**config.mk**
```make
export PLATFORM = sky130hd
export DESIGN_NAME = cdb_arbiter
export DESIGN_NICKNAME = d
export VERILOG_FILES = /design/src/rtl/cdb_arbiter.sv
export SDC_FILE = /design/constraint.sdc
export NUM_CORES = 1
export LEC_CHECK = 0
export CORE_MARGIN = 3
export CORE_UTILIZATION = 56
export DETAILED_ROUTE_END_ITERATION = 10
export GPL_TIMING_DRIVEN = 1
export HOLD_SLACK_MARGIN = 0.05
export PLACE_DENSITY = 0.81
export SLEW_MARGIN = 0
export SYNTH_ARGS = -nofsm -noshare
export SYNTH_HDL_FRONTEND = slang
export SYNTH_SLANG_ARGS = --single-unit
```
**constraint.sdc**
```tcl
create_clock -name clk -period 7.9 [get_ports clk]
set_input_delay 1.185 -clock clk [delete_from_list [all_inputs] [get_ports clk]]
set_output_delay 1.185 -clock clk [all_outputs]
set_load 0.01 [all_outputs]
```
**src/rtl/cdb_arbiter.sv**
```systemverilog
// Common data bus transmitter: per-source result FIFOs feeding two registered broadcast
// lanes, with rotating round-robin selection of up to two distinct sources per cycle.
module cdb_arbiter #(
    parameter int unsigned N_SRC      = 5,
    parameter int unsigned FIFO_DEPTH = 2,
    parameter int unsigned PADDR_W    = 7,
    parameter int unsigned AADDR_W    = 5,
    localparam int unsigned PKT_W     = 1 + PADDR_W + AADDR_W + 32
) (
    input  logic                            clk,
    input  logic                            rst_n,
    input  logic                            flush,
    input  logic [N_SRC-1:0]                src_valid,
    output logic [N_SRC-1:0]                src_ready,
    input  logic [N_SRC-1:0][PADDR_W-1:0]   src_paddr,
    input  logic [N_SRC-1:0][AADDR_W-1:0]   src_aaddr,
    input  logic [N_SRC-1:0][31:0]          src_rd,
    output logic [PKT_W-1:0]                cdb_pkt,
    output logic [PKT_W-1:0]                cdb_pkt2
);

    localparam int unsigned ENTRY_W = PADDR_W + AADDR_W + 32;
    localparam int unsigned PTR_W   = (FIFO_DEPTH > 1) ? $clog2(FIFO_DEPTH) : 1;
    localparam int unsigned CNT_W   = $clog2(FIFO_DEPTH + 1);
    localparam int unsigned SRC_W   = (N_SRC > 1) ? $clog2(N_SRC) : 1;

    // Packed layout on the ports: {cdb_broadcast, cdb_p_addr, cdb_aaddr, cdb_rd}.
    typedef struct packed {
        logic               cdb_broadcast;
        logic [PADDR_W-1:0] cdb_p_addr;
        logic [AADDR_W-1:0] cdb_aaddr;
        logic [31:0]        cdb_rd;
    } cdb_pkt_t;

    logic [ENTRY_W-1:0]            mem_q [N_SRC][FIFO_DEPTH];
    logic [N_SRC-1:0][CNT_W-1:0]   count_q, count_d;
    logic [N_SRC-1:0][PTR_W-1:0]   rd_ptr_q, wr_ptr_q;
    logic [SRC_W-1:0]              rr_ptr_q, rr_ptr_d;
    cdb_pkt_t                      pkt_q, pkt_d, pkt2_q, pkt2_d;

    logic [N_SRC-1:0]   nonempty, push, pop;
    logic [ENTRY_W-1:0] head [N_SRC];
    logic               g0_vld, g1_vld;
    logic [SRC_W-1:0]   g0_idx, g1_idx;

    function automatic logic [SRC_W-1:0] next_idx(input logic [SRC_W-1:0] idx);
        return (idx == SRC_W'(N_SRC - 1)) ? '0 : idx + SRC_W'(1);
    endfunction

    // Ready looks only at the registered count, so a full FIFO stays closed while popping.
    always_comb begin
        for (int i = 0; i < N_SRC; i++) begin
            nonempty[i]  = (count_q[i] != '0);
            src_ready[i] = rst_n && !flush && (count_q[i] != CNT_W'(FIFO_DEPTH));
            push[i]      = src_valid[i] && src_ready[i];
            head[i]      = mem_q[i][rd_ptr_q[i]];
        end
    end

    always_comb begin
        int unsigned      scan;
        logic [SRC_W-1:0] scan_idx;
        scan     = 0;
        scan_idx = '0;
        g0_vld   = 1'b0;
        g1_vld   = 1'b0;
        g0_idx   = '0;
        g1_idx   = '0;
        for (int unsigned k = 0; k < N_SRC; k++) begin
            scan     = (32'(rr_ptr_q) + k) % N_SRC;
            scan_idx = SRC_W'(scan);
            if (nonempty[scan_idx]) begin
                if (!g0_vld) begin
                    g0_vld = 1'b1;
                    g0_idx = scan_idx;
                end else if (!g1_vld) begin
                    g1_vld = 1'b1;
                    g1_idx = scan_idx;
                end
            end
        end
    end

    always_comb begin
        for (int i = 0; i < N_SRC; i++) begin
            pop[i] = (g0_vld && (g0_idx == SRC_W'(i))) || (g1_vld && (g1_idx == SRC_W'(i)));
            unique case ({push[i], pop[i]})
                2'b10:   count_d[i] = count_q[i] + CNT_W'(1);
                2'b01:   count_d[i] = count_q[i] - CNT_W'(1);
                default: count_d[i] = count_q[i];
            endcase
        end
    end

    always_comb begin
        pkt_d    = '0;
        pkt2_d   = '0;
        rr_ptr_d = rr_ptr_q;
        if (g0_vld) begin
            pkt_d    = {1'b1, head[g0_idx]};
            rr_ptr_d = next_idx(g0_idx);
        end
        if (g1_vld) begin
            pkt2_d   = {1'b1, head[g1_idx]};
            rr_ptr_d = next_idx(g1_idx);
        end
    end

    always_ff @(posedge clk or negedge rst_n) begin
        if (!rst_n) begin
            count_q  <= '0;
            rd_ptr_q <= '0;
            wr_ptr_q <= '0;
            rr_ptr_q <= '0;
            pkt_q    <= '0;
            pkt2_q   <= '0;
        end else if (flush) begin
            count_q  <= '0;
            rd_ptr_q <= '0;
            wr_ptr_q <= '0;
            rr_ptr_q <= '0;
            pkt_q    <= '0;
            pkt2_q   <= '0;
        end else begin
            for (int i = 0; i < N_SRC; i++) begin
                if (push[i]) wr_ptr_q[i] <= wr_ptr_q[i] + PTR_W'(1);
                if (pop[i])  rd_ptr_q[i] <= rd_ptr_q[i] + PTR_W'(1);
            end
            count_q  <= count_d;
            rr_ptr_q <= rr_ptr_d;
            pkt_q    <= pkt_d;
            pkt2_q   <= pkt2_d;
        end
    end

    // Payload storage needs no reset; occupancy is tracked by the counters.
    always_ff @(posedge clk) begin
        for (int i = 0; i < N_SRC; i++) begin
            if (push[i]) mem_q[i][wr_ptr_q[i]] <= {src_paddr[i], src_aaddr[i], src_rd[i]};
        end
    end

    assign cdb_pkt  = pkt_q;
    assign cdb_pkt2 = pkt2_q;

endmodule
```
### Word level (Yosys, flattened, before mapping)

Memory sizes are Yosys's and may differ from the RTL's.
Index checks and enable logic that the tools add are counted.

| storage, ports and cells | value |
|---|---|
| input bits | 228 |
| RAM bits | 440 |
| memories kept | 1 |
| register bits after elaboration | 113 |

| cells by class | value |
|---|---|
| $add $sub $neg | 26 |
| div/mod/pow operators | 5 |
| $lt $le $gt $ge | 22 |
| multiplexer cells | 111 |
| reduce and logical (&&, ||, !) cells | 55 |
| equal/unequal tests | 23 |
| bitwise logic cells | 12 |

Memory list:

| name | depth | width | read ports | clocked after memory_dff | write ports | RTL line | RTL |
|---|---|---|---|---|---|---|---|
| mem_q | 5 | 88 | 5 | 0 | 5 | 35 | `logic [ENTRY_W-1:0] mem_q [N_SRC][FIFO_DEPTH];` |

Operators by type and width:

| operator | count |
|---|---|
| $mux 44 | 24 |
| $mux 88 | 5 |
| $bmux 44 s3 | 2 |
| $demux 44 s1 | 5 |
| $mux 45 | 4 |
| $mod 32x3->32 const B | 4 |
| $mux 3 | 25 |
| $mux 1 | 33 |
| $mod 3x3->32 const B | 1 |
| $reduce_bool 2->1 | 15 |
| $logic_and 1x1->1 | 26 |
| $ge 2x2->1 const B | 10 |
| $lt 3x4->1 const B | 5 |
| $not 1->2 | 10 |
| $pmux 2 s2 | 5 |
| $reduce_bool 3->1 | 6 |
| $bmux 1 s3 | 5 |
| $eq 3x2->1 const B | 4 |
| $add 1x1->1 const B | 10 |
| $add 2x1->2 const B | 5 |
| $eq 2x1->1 const B | 5 |
| $eq 2x2->1 const B | 5 |
| $lt 2x1->1 const B | 5 |
| $mux 10 | 1 |
| other kinds (14) | 34 |

### Depth between registers and ports, before layout

Gate-level depths: netlist of the first run.

| depth | value |
|---|---|
| word-level depth | 21 |
| depth in mapped cells | 29 |
| mapped depth without buffers | 24 |

### Least setup slack after synthesis of the first run

OpenSTA, ideal clock, no wires.

| timing | value |
|---|---|
| path type | register -> register |
| start | register rr_ptr_q[0] |
| end | register count_q[7] (netlist name) |
| stages on the path, launching flop included | 28 |
| path slack | 2.148 ns |
| library setup time | 0.132 ns |
| path buffers | 5 |
| period minus slack after synthesis | 5.752 ns |
| arrival | 5.620 ns |
| path through | dfrtp_1 > buf_2 > clkbuf_1 > inv_1 > ha_1 > inv_1 > ha_1 > clkbuf_1 > inv_1 > ha_1 > or3_1 > a21o_1 > a21oi_1 > o21ai_0 > o31ai_1 > o21ai_1 > o21ai_0 > o2bb2ai_1 > and2_1 > clkbuf_1 > buf_1 > inv_1 > ha_1 > ha_1 > a32oi_1 > mux2i_1 > xnor2_1 > nor2_1 |

| between the ends | value |
|---|---|
| word-level cells in the longest chain between the ends | 21 |

Ends and longest elaborated chain:

| what | RTL line | RTL |
|---|---|---|
| from (decl) | 38 | `logic [SRC_W-1:0] rr_ptr_q, rr_ptr_d;` |
| from (signal assigned) | 130 | `rr_ptr_q <= rr_ptr_d;` |
| branches (longest 17 deep; another with $mod 32x3->32) | - |  |
| $logic_or 1x1->1 * | 86 | `pop[i] = (g0_vld && (g0_idx == SRC_W'(i))) \|\| (g1_vld && (g1_idx == SRC_W'(i)));` |
| $eq 2x1->1 / $eq 2x2->1 (equally long branches) | 87 | `unique case ({push[i], pop[i]})` |
| $pmux 2 s2 | 87 |  |
| $mux 10 | 117 | `end else if (flush) begin` |
| to (signal assigned) | 129 | `count_q <= count_d;` |
| to (decl) | 36 | `logic [N_SRC-1:0][CNT_W-1:0] count_q, count_d;` |

Mark *: on every way between the ends. The select of a mux whose other input is x is not followed.
A chain may end at the register's enable or synchronous reset.

### Worst setup path after layout of the first run

| timing | value |
|---|---|
| start | register rr_ptr_q[2] |
| end | register count_q[5] (netlist name) |

The elaborated chain is that of the path after synthesis.

==> results of run 1 <==
## cell families after synthesis
logic type | count (synthesis) | share of synthesized area
AND/OR/NAND/NOR | 387 | 0.07587
multiplexers | 286 | 0.1189
XOR/XNOR | 25 | 0.009465
buffers and inverters | 154 | 0.02695
AO/OA/AOI/OAI | 401 | 0.1188
flip-flops | 553 | 0.6386
adder cells (fa/ha/maj) | 23 | 0.01146
## per-stage QoR
stage	cells	setup WS, ps	hold WS (ps)
floorplan	1829	2148	524.2
global placement	2640	1791	598.0
detailed placement	2640	1635	613.0
CTS	2742	1607	530.7
global route	2752	1311	553.2
finish	2755	1570	542.7
## flip-flops by register name, summed over array words and instances (netlist names)
register	cells
wr_ptr_q	5
count_q	10
cdb_pkt2	45
cdb_pkt	45
rr_ptr_q	3
mem_q	440
rd_ptr_q	5
## cells in the mapped netlist (4+ instances only)
cell type | n | share of area
a211oi_1 | 4 | 0.0012
a21o_1 | 4 | 0.0012
a21oi_1 | 71 | 0.014
a221o_1 | 45 | 0.018
a31oi_1 | 48 | 0.012
and2_1 | 55 | 0.014
and3_1 | 4 | 0.0010
buf_1 | 7 | 0.0010
buf_2 | 25 | 0.0050
buf_4 | 4 | 0.0012
buf_6 | 7 | 0.0031
clkbuf_1 | 84 | 0.013
dfrtp_1 | 113 | 0.11
edfxtp_1 | 440 | 0.53
ha_1 | 23 | 0.011
inv_1 | 23 | 0.0034
mux2_2 | 91 | 0.041
mux2i_1 | 192 | 0.077
nand2_1 | 121 | 0.018
nand2b_1 | 4 | 0.0010
nand3_1 | 13 | 0.0026
nor2_1 | 89 | 0.013
nor2b_1 | 9 | 0.0022
nor3_1 | 16 | 0.0032
nor4_1 | 4 | 0.0010
o211a_1 | 5 | 0.0020
o211ai_1 | 9 | 0.0027
o21a_1 | 4 | 0.0012
o21ai_0 | 62 | 0.012
o21ai_1 | 5 | 0.0010
o221ai_1 | 87 | 0.030
o31ai_1 | 4 | 0.0012
or2_2 | 46 | 0.011
or3_1 | 5 | 0.0012
xnor2_1 | 21 | 0.0073
## layout make-up
class,instances,area (um2)
inverters,27,102.6
flip-flops and latches,553,16050
clock buffers,77,1531
repair buffers,353,3466
well taps,585,732.0
clock inverters,25,309.0
fillers,2814,12880
diodes,13,32.53
multi-input cells,1122,8538
## worst max-delay path: cells and delay by family, from the launching register on
family	cells	cell delay (ps)
XOR/XNOR	1	240
multiplexers	1	330
buffers and inverters	1	620
flip-flops	1	710
AND/OR/NAND/NOR	3	1110
AO/OA/AOI/OAI	8	2020
adder cells (fa/ha/maj)	3	1160
## routing by layer
metal / GRT usage / vias up / wire (um)
li1: - / 7646 / -
met2: 0.5294 / 1238 / 37700
met1: 0.4117 / 8836 / 28460
met5: 0 / - / 129
met4: 0.1655 / 20 / 3715
met3: 0.07050 / 269 / 7867
## final timing paths
path                            slack [ps]                       to
worst min register to register         630  wr_ptr_q[4]$_DFFE_PN0P_
worst max-delay path                  1570   count_q[5]$_DFFE_PN0P_
max in group asynchronous             6170  rd_ptr_q[3]$_DFFE_PN0P_
worst min-delay path                   540  wr_ptr_q[1]$_DFFE_PN0P_
min in group clk                       630  wr_ptr_q[4]$_DFFE_PN0P_
worst max register to register        1570   count_q[5]$_DFFE_PN0P_
==> results.yml, run 1 <==
clocking:
  cts_inserted_buffers: 55
  clock-sinks: 553
  cts_setup_buffers: 0
  clkSlewWorstSetupHoldPaths_ps: 70
  clockBufferDepth: 3
  postCtsResizedCells: 0
  h-tree-depth: 2
  cts-root-buf: "clkbuf_16"
  cts_hold_buf: 0
  worstSkewPairLatency_ps: 610
  cts_tree: "built"
global_routing:
  grt_pass1_wl_mm: 114.2
  grt_use_total: 0.3242
  grt_max_degree: 103
  grt_pass1_vias: 18466
  grt_antenna_before_repair: 20
  grt.overflow.total: 0
critical_path:
  worstPathCellList: "ha_1 > and2_1 > ha_1 > nand2b_1 > a22oi_1 > o211ai_1 > a2111oi_4 > a21oi_1 > xnor2_1 > mux2_2 > a31o_1 > o21ai_4 > buf_4 > ha_1 > nor4b_2 > o211ai_1 > o311a_1"
  cp_data_arrival_time_ps: 6810
  crit_fanout: 50
  critPathLaunch: "rr_ptr_q[2]$_DFFE_PN0P_"
  critPathMostFrequentCell: "ha_1"
  start_kind: "flip-flop"
  r2r_start: "rr_ptr_q[2]$_DFFE_PN0P_"
  cp.required_ps: 8380
  end_kind: "flip-flop"
  critPathMaxStageDelay_ps: 710
  cpMaxStageDelayCell: "dfrtp_1"
  crit_type: "flip-flop to flip-flop"
  ff2ff_path_depth: 17
cells_and_area:
  drive_gt1_frac: 0.1368
  fin_area_um2: 30770
  final_cell_mix: "440 x edfxtp_1, 321 x clkdlybuf4s50_1, 192 x mux2i_1"
  final_common_cell: "edfxtp_1"
  layout.nets: 2363
  area_growth_pct: 22.49
  utilization: 0.7049
outcome:
  outcome: "completed"
sta:
  fin_worst_skew_ps: 20.99
  rsz0062_at_grt: "false"
  finalSetupViolations: 0
  fmaxAchievable_ghz: 0.1580
  finalMaxSlewViolations: 0
  min_period_ps: 6330
  tns_ps: 0
  finalCritPeriodShare: 0.8013
  hold_viol_final: 0
  relSlewSlack: 0.08831
  tightest_slew_ps: 1368
synthesis:
  yosysSeqAreaShare: 0.6386
  synth_top_flop_cell: "edfxtp_1"
  syn_inst: 1829
  synth_seq_cells: 553
  avgSynthCellArea_um2: 13.73
  synth_cell_type_count: 91
  synth_edf_count: 440
  syn-cell-area_um2: 25120
  synthArstFlopShare: 0.2043
  synth_warnings: 0
  synth_nets: 2080
floorplan:
  initial_core_util: 0.5755
  dieArea_um2: 47430
  chipWidth_um: 217.8
  core.rowCount: 76
  ios: 323
  coreArea_um2: 43650
  die_height_um: 217.8
detailed_routing:
  routed_wl_mm: 77.87
  drt_iter0_drc: 2048
  via_count: 18009
  wl_per_cell_um: 28.27
  ant_nets: 0
  dr.pass1.iters: 6
  avgViaCountPerCell: 6.537
  drc_errors: 0
place:
  hpwl_mm: 48.52
  dpl_cell_area_um2: 28890
  gp_congestion: 0.8996
  portBuffers: 322
worst_hold_path:
  hold_class: "primary input to asynchronous set/reset pin"
flow_run:
  maxCapViolCount: 0
Power of run 1 is left out: the tool's default activity adds up to more than one toggle a clock period on the data nets, which glitch-free logic cannot reach.
==> inputs of run 2 (changes only) <==
CORE_UTILIZATION = 50   (was 56)
PLACE_DENSITY = 0.76   (was 0.81)
clock period = 5.4 ns   (was 7.9 ns; I/O delays follow)
==> run 2 against run 1 <==
  * Worst setup slack worse by 1300 ps
  * Non-clock buffer count grew 37
  * Critical path depth up 5
  * Clock skew up 3.5 ps
  * Register-to-register slack got worse by 1300 ps
  * Final area increased by 2.1%
==> results.yml, run 2 (synthesis results as in run 1) <==
cells_and_area:
  area_growth_pct: 25.06
  largest_reg_flops: 440
  drive_gt1_frac: 0.1609
  final_common_cell: "edfxtp_1"
  regArea_um2: 16060
  multiInputGateArea_um2: 8600
  fill_cells: 3579
  layout.nets: 2399
  final_cell_mix: "440 x edfxtp_1, 321 x clkdlybuf4s50_1, 192 x mux2i_1"
floorplan:
  die_height_um: 230.1
  ios: 323
  dieArea_um2: 52960
  coreArea_um2: 49250
  core.rowCount: 81
  initial_core_util: 0.5100
  chipWidth_um: 230.1
sta:
  hold_viol_final: 0
  fmaxAchievable_ghz: 0.1933
  finalCritPeriodShare: 0.9580
  finalSetupViolations: 0
  tightest_slew_ps: 1017
  relSlewSlack: 0.3220
  finalMaxSlewViolations: 0
  layout_setup_ws_ps: 226.8
  fin_worst_skew_ps: 24.45
  min_period_ps: 5173
critical_path:
  ff2ff_path_depth: 22
  critPathMostFrequentCell: "ha_1"
  crit_type: "flip-flop to flip-flop"
  cp_data_arrival_time_ps: 5690
  crit_fanout: 33
  end_kind: "flip-flop"
  cp.required_ps: 5920
  cpMaxStageDelayCell: "o311ai_2"
  start_kind: "flip-flop"
  worstPathCellList: "inv_1 > ha_1 > inv_1 > ha_1 > inv_1 > ha_1 > or3_1 > a21o_1 > and2_1 > mux2i_1 > o311ai_2 > o21ai_1 > o21bai_2 > a21oi_4 > mux2_4 > clkinv_2 > buf_12 > ha_1 > nor4b_2 > buf_4 > nor3_1 > nor3_1"
  critPathMaxStageDelay_ps: 430
place:
  portBuffers: 322
  gp_congestion: 0.9145
  dp_slack_ps: 225.4
  hpwl_mm: 51.20
detailed_routing:
  via_count: 17901
  avgViaCountPerCell: 6.237
  ant_nets: 0
  drc_errors: 0
  wl_per_cell_um: 26.95
  drt_iter0_drc: 2017
  routed_wl_mm: 77.34
  dr.pass1.iters: 6
clocking:
  worstSkewPairLatency_ps: 620
  cts_inserted_buffers: 54
  clkSlewWorstSetupHoldPaths_ps: 70
  clockBufferDepth: 3
  clock-sinks: 553
  cts-root-buf: "clkbuf_16"
  cts_tree: "built"
  h-tree-depth: 2
  cts_hold_buf: 0
global_routing:
  grt_pass1_wl_mm: 113.9
  grt_max_degree: 93
  grt_antenna_before_repair: 20
  grt_pass1_vias: 18396
  grt.overflow.total: 0
  grt_use_total: 0.2868
worst_hold_path:
  hold_class: "primary input to asynchronous set/reset pin"
flow_run:
  maxCapViolCount: 0
outcome:
  outcome: "completed"
## run 2: area by class of cell
class	instances	area share
clock inverters	23	0.008922
diodes	12	0.0009559
well taps	664	0.02645
repair buffers	390	0.1237
multi-input cells	1122	0.2738
clock buffers	79	0.05186
flip-flops and latches	553	0.5111
inverters	27	0.003266
## run 2: worst max-delay path, delay by kind of cell, from the launching register on
family                     cells  cell delay (ps)
muxes                          2              530
buffers and inverters          6              790
and+or+nand+nor                5             1120
DFF                            1              410
adders and majority gates      4              860
AOI/OAI and AO/OA              5             1360
## run 2: metal layers
metal / wire length (um) / up-vias / track usage / part of all wire
met5: 110 / - / 0 / 0.0014
met4: 2811 / 16 / 0.1152 / 0.036
met3: 6943 / 207 / 0.05897 / 0.090
met2: 37010 / 1029 / 0.4652 / 0.48
met1: 30470 / 8939 / 0.3807 / 0.39
li1: - / 7710 / - / -
## run 2: repair_timing
item | CTS | global route
gates resized for setup | 0 | 12
endpoints found under the setup margin | 0 | 59
setup buffers | 0 | 0
## run 2: path summary, 6_finish.rpt
kind,start,endpoint,slack [ps]
worst max-delay path,rr_ptr_q[0]$_DFFE_PN0P_,rd_ptr_q[2]$_DFFE_PN0P_,230
worst min-delay path,rst_n,wr_ptr_q[3]$_DFFE_PN0P_,430
worst max register to register,rr_ptr_q[0]$_DFFE_PN0P_,rd_ptr_q[2]$_DFFE_PN0P_,230
worst min register to register,wr_ptr_q[4]$_DFFE_PN0P_,wr_ptr_q[4]$_DFFE_PN0P_,640
max in group asynchronous,rst_n,rd_ptr_q[3]$_DFFE_PN0P_,3490
min in group clk,wr_ptr_q[4]$_DFFE_PN0P_,wr_ptr_q[4]$_DFFE_PN0P_,640
## run 2: through the flow
stage          utilization  area, um2  instances  hold WS [ps]  setup TNS [ps]
2_1_floorplan            -      25140       1829         514.4               0
3_3_place_gp        0.5973      29420       2756         602.6               0
3_5_place_dp        0.5973      29420       2756         615.1               0
4_1_cts             0.6361      31330       2858         470.4               0
5_1_grt             0.6375      31400       2865         512.7          -1.905
6_report            0.6378      31410       2870         431.6               0
Power of run 2 is left out for the same reason.
==> inputs of run 3 (changes only) <==
ABC_CLOCK_PERIOD_IN_PS = 5400   (was default)
==> results of run 3 <==
No change in the layout: final DEF, timing and power equal those of run 2.
Power of run 3 is left out for the same reason.
==> variant, RTL diff (config.mk and constraints of run 2) <==
`FIFO_DEPTH`: 2 -> 4.
--- a/src/rtl/cdb_arbiter.sv
+++ b/src/rtl/cdb_arbiter.sv
@@ -2,7 +2,7 @@
 // lanes, with rotating round-robin selection of up to two distinct sources per cycle.
 module cdb_arbiter #(
     parameter int unsigned N_SRC      = 5,
-    parameter int unsigned FIFO_DEPTH = 2,
+    parameter int unsigned FIFO_DEPTH = 4,
     parameter int unsigned PADDR_W    = 7,
     parameter int unsigned AADDR_W    = 5,
     localparam int unsigned PKT_W     = 1 + PADDR_W + AADDR_W + 32
Formal check against the unedited RTL: not equivalent (a bounded check fails within 4 cycles, from zero or initial values and one cycle with rst_n low).
==> variant against run 2 <==
  * The flow now finishes with violations (setup timing)
  * Setup slack worse by 0.23 ns
  * Die area up 65%
  * Sequential cell count up 455
  * Wire length up 48%
  * Cell area up 63%
  * Clock skew up 0.058 ns
  * First-iteration DRC count up 10%
  * Synthesized area up 67%
  * Sequential share of layout area up 6.9 points
  * Utilization down 1.9 points
  * Critical endpoint is now count_q[11]
==> variant: results (changes against run 2) <==
* H-tree levels at 3 (was 2)
* Flop pwr share at 27.0%
* Pre-CTS setup slack at -0.0206 ns (was 0.225 ns)
* Max reg flops at 880 (was 440)
* Multi-input gate area at 12200 µm² (was 8600 µm²)
* Bufs w/o clock at 476 (was 390)
* Clock Buffer Count at 135 (was 79)
* Synth cell types at 93 (was 91)
* Total chip power at 35.5 mW
* Clock Skew at 0.0824 ns (was 0.0245 ns)
* Post-synth EDFFs at 880 (was 440)
* Fin worst setup slack at -0.00738 ns (was 0.227 ns)
* ClkCell Share at 6.36% (was 6.08%)
* GPL Wtd Cong at 0.917 (was 0.915)
* Synth top area cells: edfxtp_1 63%, mux4_2 12%, dfrtp_1 7.6% (was edfxtp_1 53%, dfrtp_1 11%, mux2i_1 7.7%)
* CP Data Arrival Time at 5.92 ns (was 5.69 ns)
* Final setup vio count at 1 (was 0)
* Min-delay worst type: input port to asynchronous set/reset pin (unchanged)
* Status: complete, but fails checks (was complete, no violations)
* Via/cell ratio at 6.10 (was 6.24)
* Cell Area, Synth at 42000 µm² (was 25100 µm²)
* CTS Buf Count at 100 (was 54)
* GR Util All Layers at 26.3% (was 28.7%)
* Detailed Route Iter0 Violations at 2221 (was 2017)
* Drt first pass iters at 5 (was 6)
* Initial antenna violation count at 24 (was 20)
* Seq/Total Area, Yosys at 70.5% (was 63.9%)
* Seq/total area at 58.0% (was 51.1%)
* DR WL/cell at 29.8 µm (was 26.9 µm)
* Layout net count at 2949 (was 2399)
* Share of cells above drive strength 1 at 24.2% (was 16.1%)
* CP max-delay cell: dfrtp_2 (was o311ai_2)
* Buffering overhead at 8.80% (was 12.4%)
* Antenna Cells at 11 (was 12)
* Clock sink total at 1008 (was 553)
* Synth cell count leaders: 880 x edfxtp_1, 248 x mux2i_1, 222 x mux4_2 (was 440 x edfxtp_1, 192 x mux2i_1, 121 x nand2_1)
* Asr flop ratio synth at 12.7% (was 20.4%)
* Worst skew pair latency at 0.70 ns (was 0.62 ns)
* Vias in the first global route at 24300 (was 18400)
* Failing checks: setup timing
* Global-route wire length before repair at 166000 µm (was 114000 µm)
* Syn nets at 2502 (was 2080)
* Tightest Pin Transition at 1.13 ns (was 1.02 ns)
* Fillers at 5754 (was 3579)
* Max FO, Critical Path at 6 (was 33)
* Largest net degree at the start of global routing at 65 (was 93)
-- variant: worst max-delay path: cells and delay by family (launching register included) --
kind | cells | cell delay (ns)
simple gates | 4 | 0.48
flops | 1 | 0.42
mux | 3 | 0.62
fa+ha+maj | 5 | 1.11
compound gates | 8 | 1.49
buf+inv | 7 | 0.89
xor+xnor | 1 | 0.21
-- variant: repair_timing --
action                                  CTS  global route
gates resized for setup                   4            56
hold endpoints to repair                 18             0
pin swaps                                 1            38
endpoints found under the setup margin    3             7
buffers inserted                          2            23
hold buffers                              1             0
-- variant: stage by stage --
stage	std cells	TNS, ns	instance area, µm²
after floorplan	2222	-1.55	42400
after global placement	3612	0	47400
after detailed placement	3612	-0.0268	47400
after CTS	3800	0	50700
after global routing	3825	-0.551	51100
final	3833	-0.00738	51100
-- variant: logic make-up after synthesis --
group,after synthesis,share of synthesized area (%)
compound gates,217,4.14
xor+xnor,30,0.679
fa+ha+maj,53,1.68
buf+inv,160,1.65
flops,1008,70.5
mux,477,18.0
simple gates,277,3.40
-- variant: final timing paths --
check	from	cells after the start	slack, ns	end
hold reg to reg	wr_ptr_q[1]	2	0.61	wr_ptr_q[1]
max in group asynchronous	rst_n	4	2.89	cdb_pkt2[26]
min in group clk	wr_ptr_q[1]	2	0.61	wr_ptr_q[1]
setup reg to reg	rr_ptr_q[1]	28	-0.007	count_q[11]
setup / recovery	rr_ptr_q[1]	28	-0.007	count_q[11]
hold / removal	rst_n	2	0.55	rr_ptr_q[1]
-- variant: layer usage --
metal	vias to the layer above	track usage, %	share of wire (%)
met5	-	0	0.11
met4	20	9.36	3.5
met1	12100	33.6	36
met3	188	6.17	9.0
li1	9968	-	-
met2	1106	44.5	51
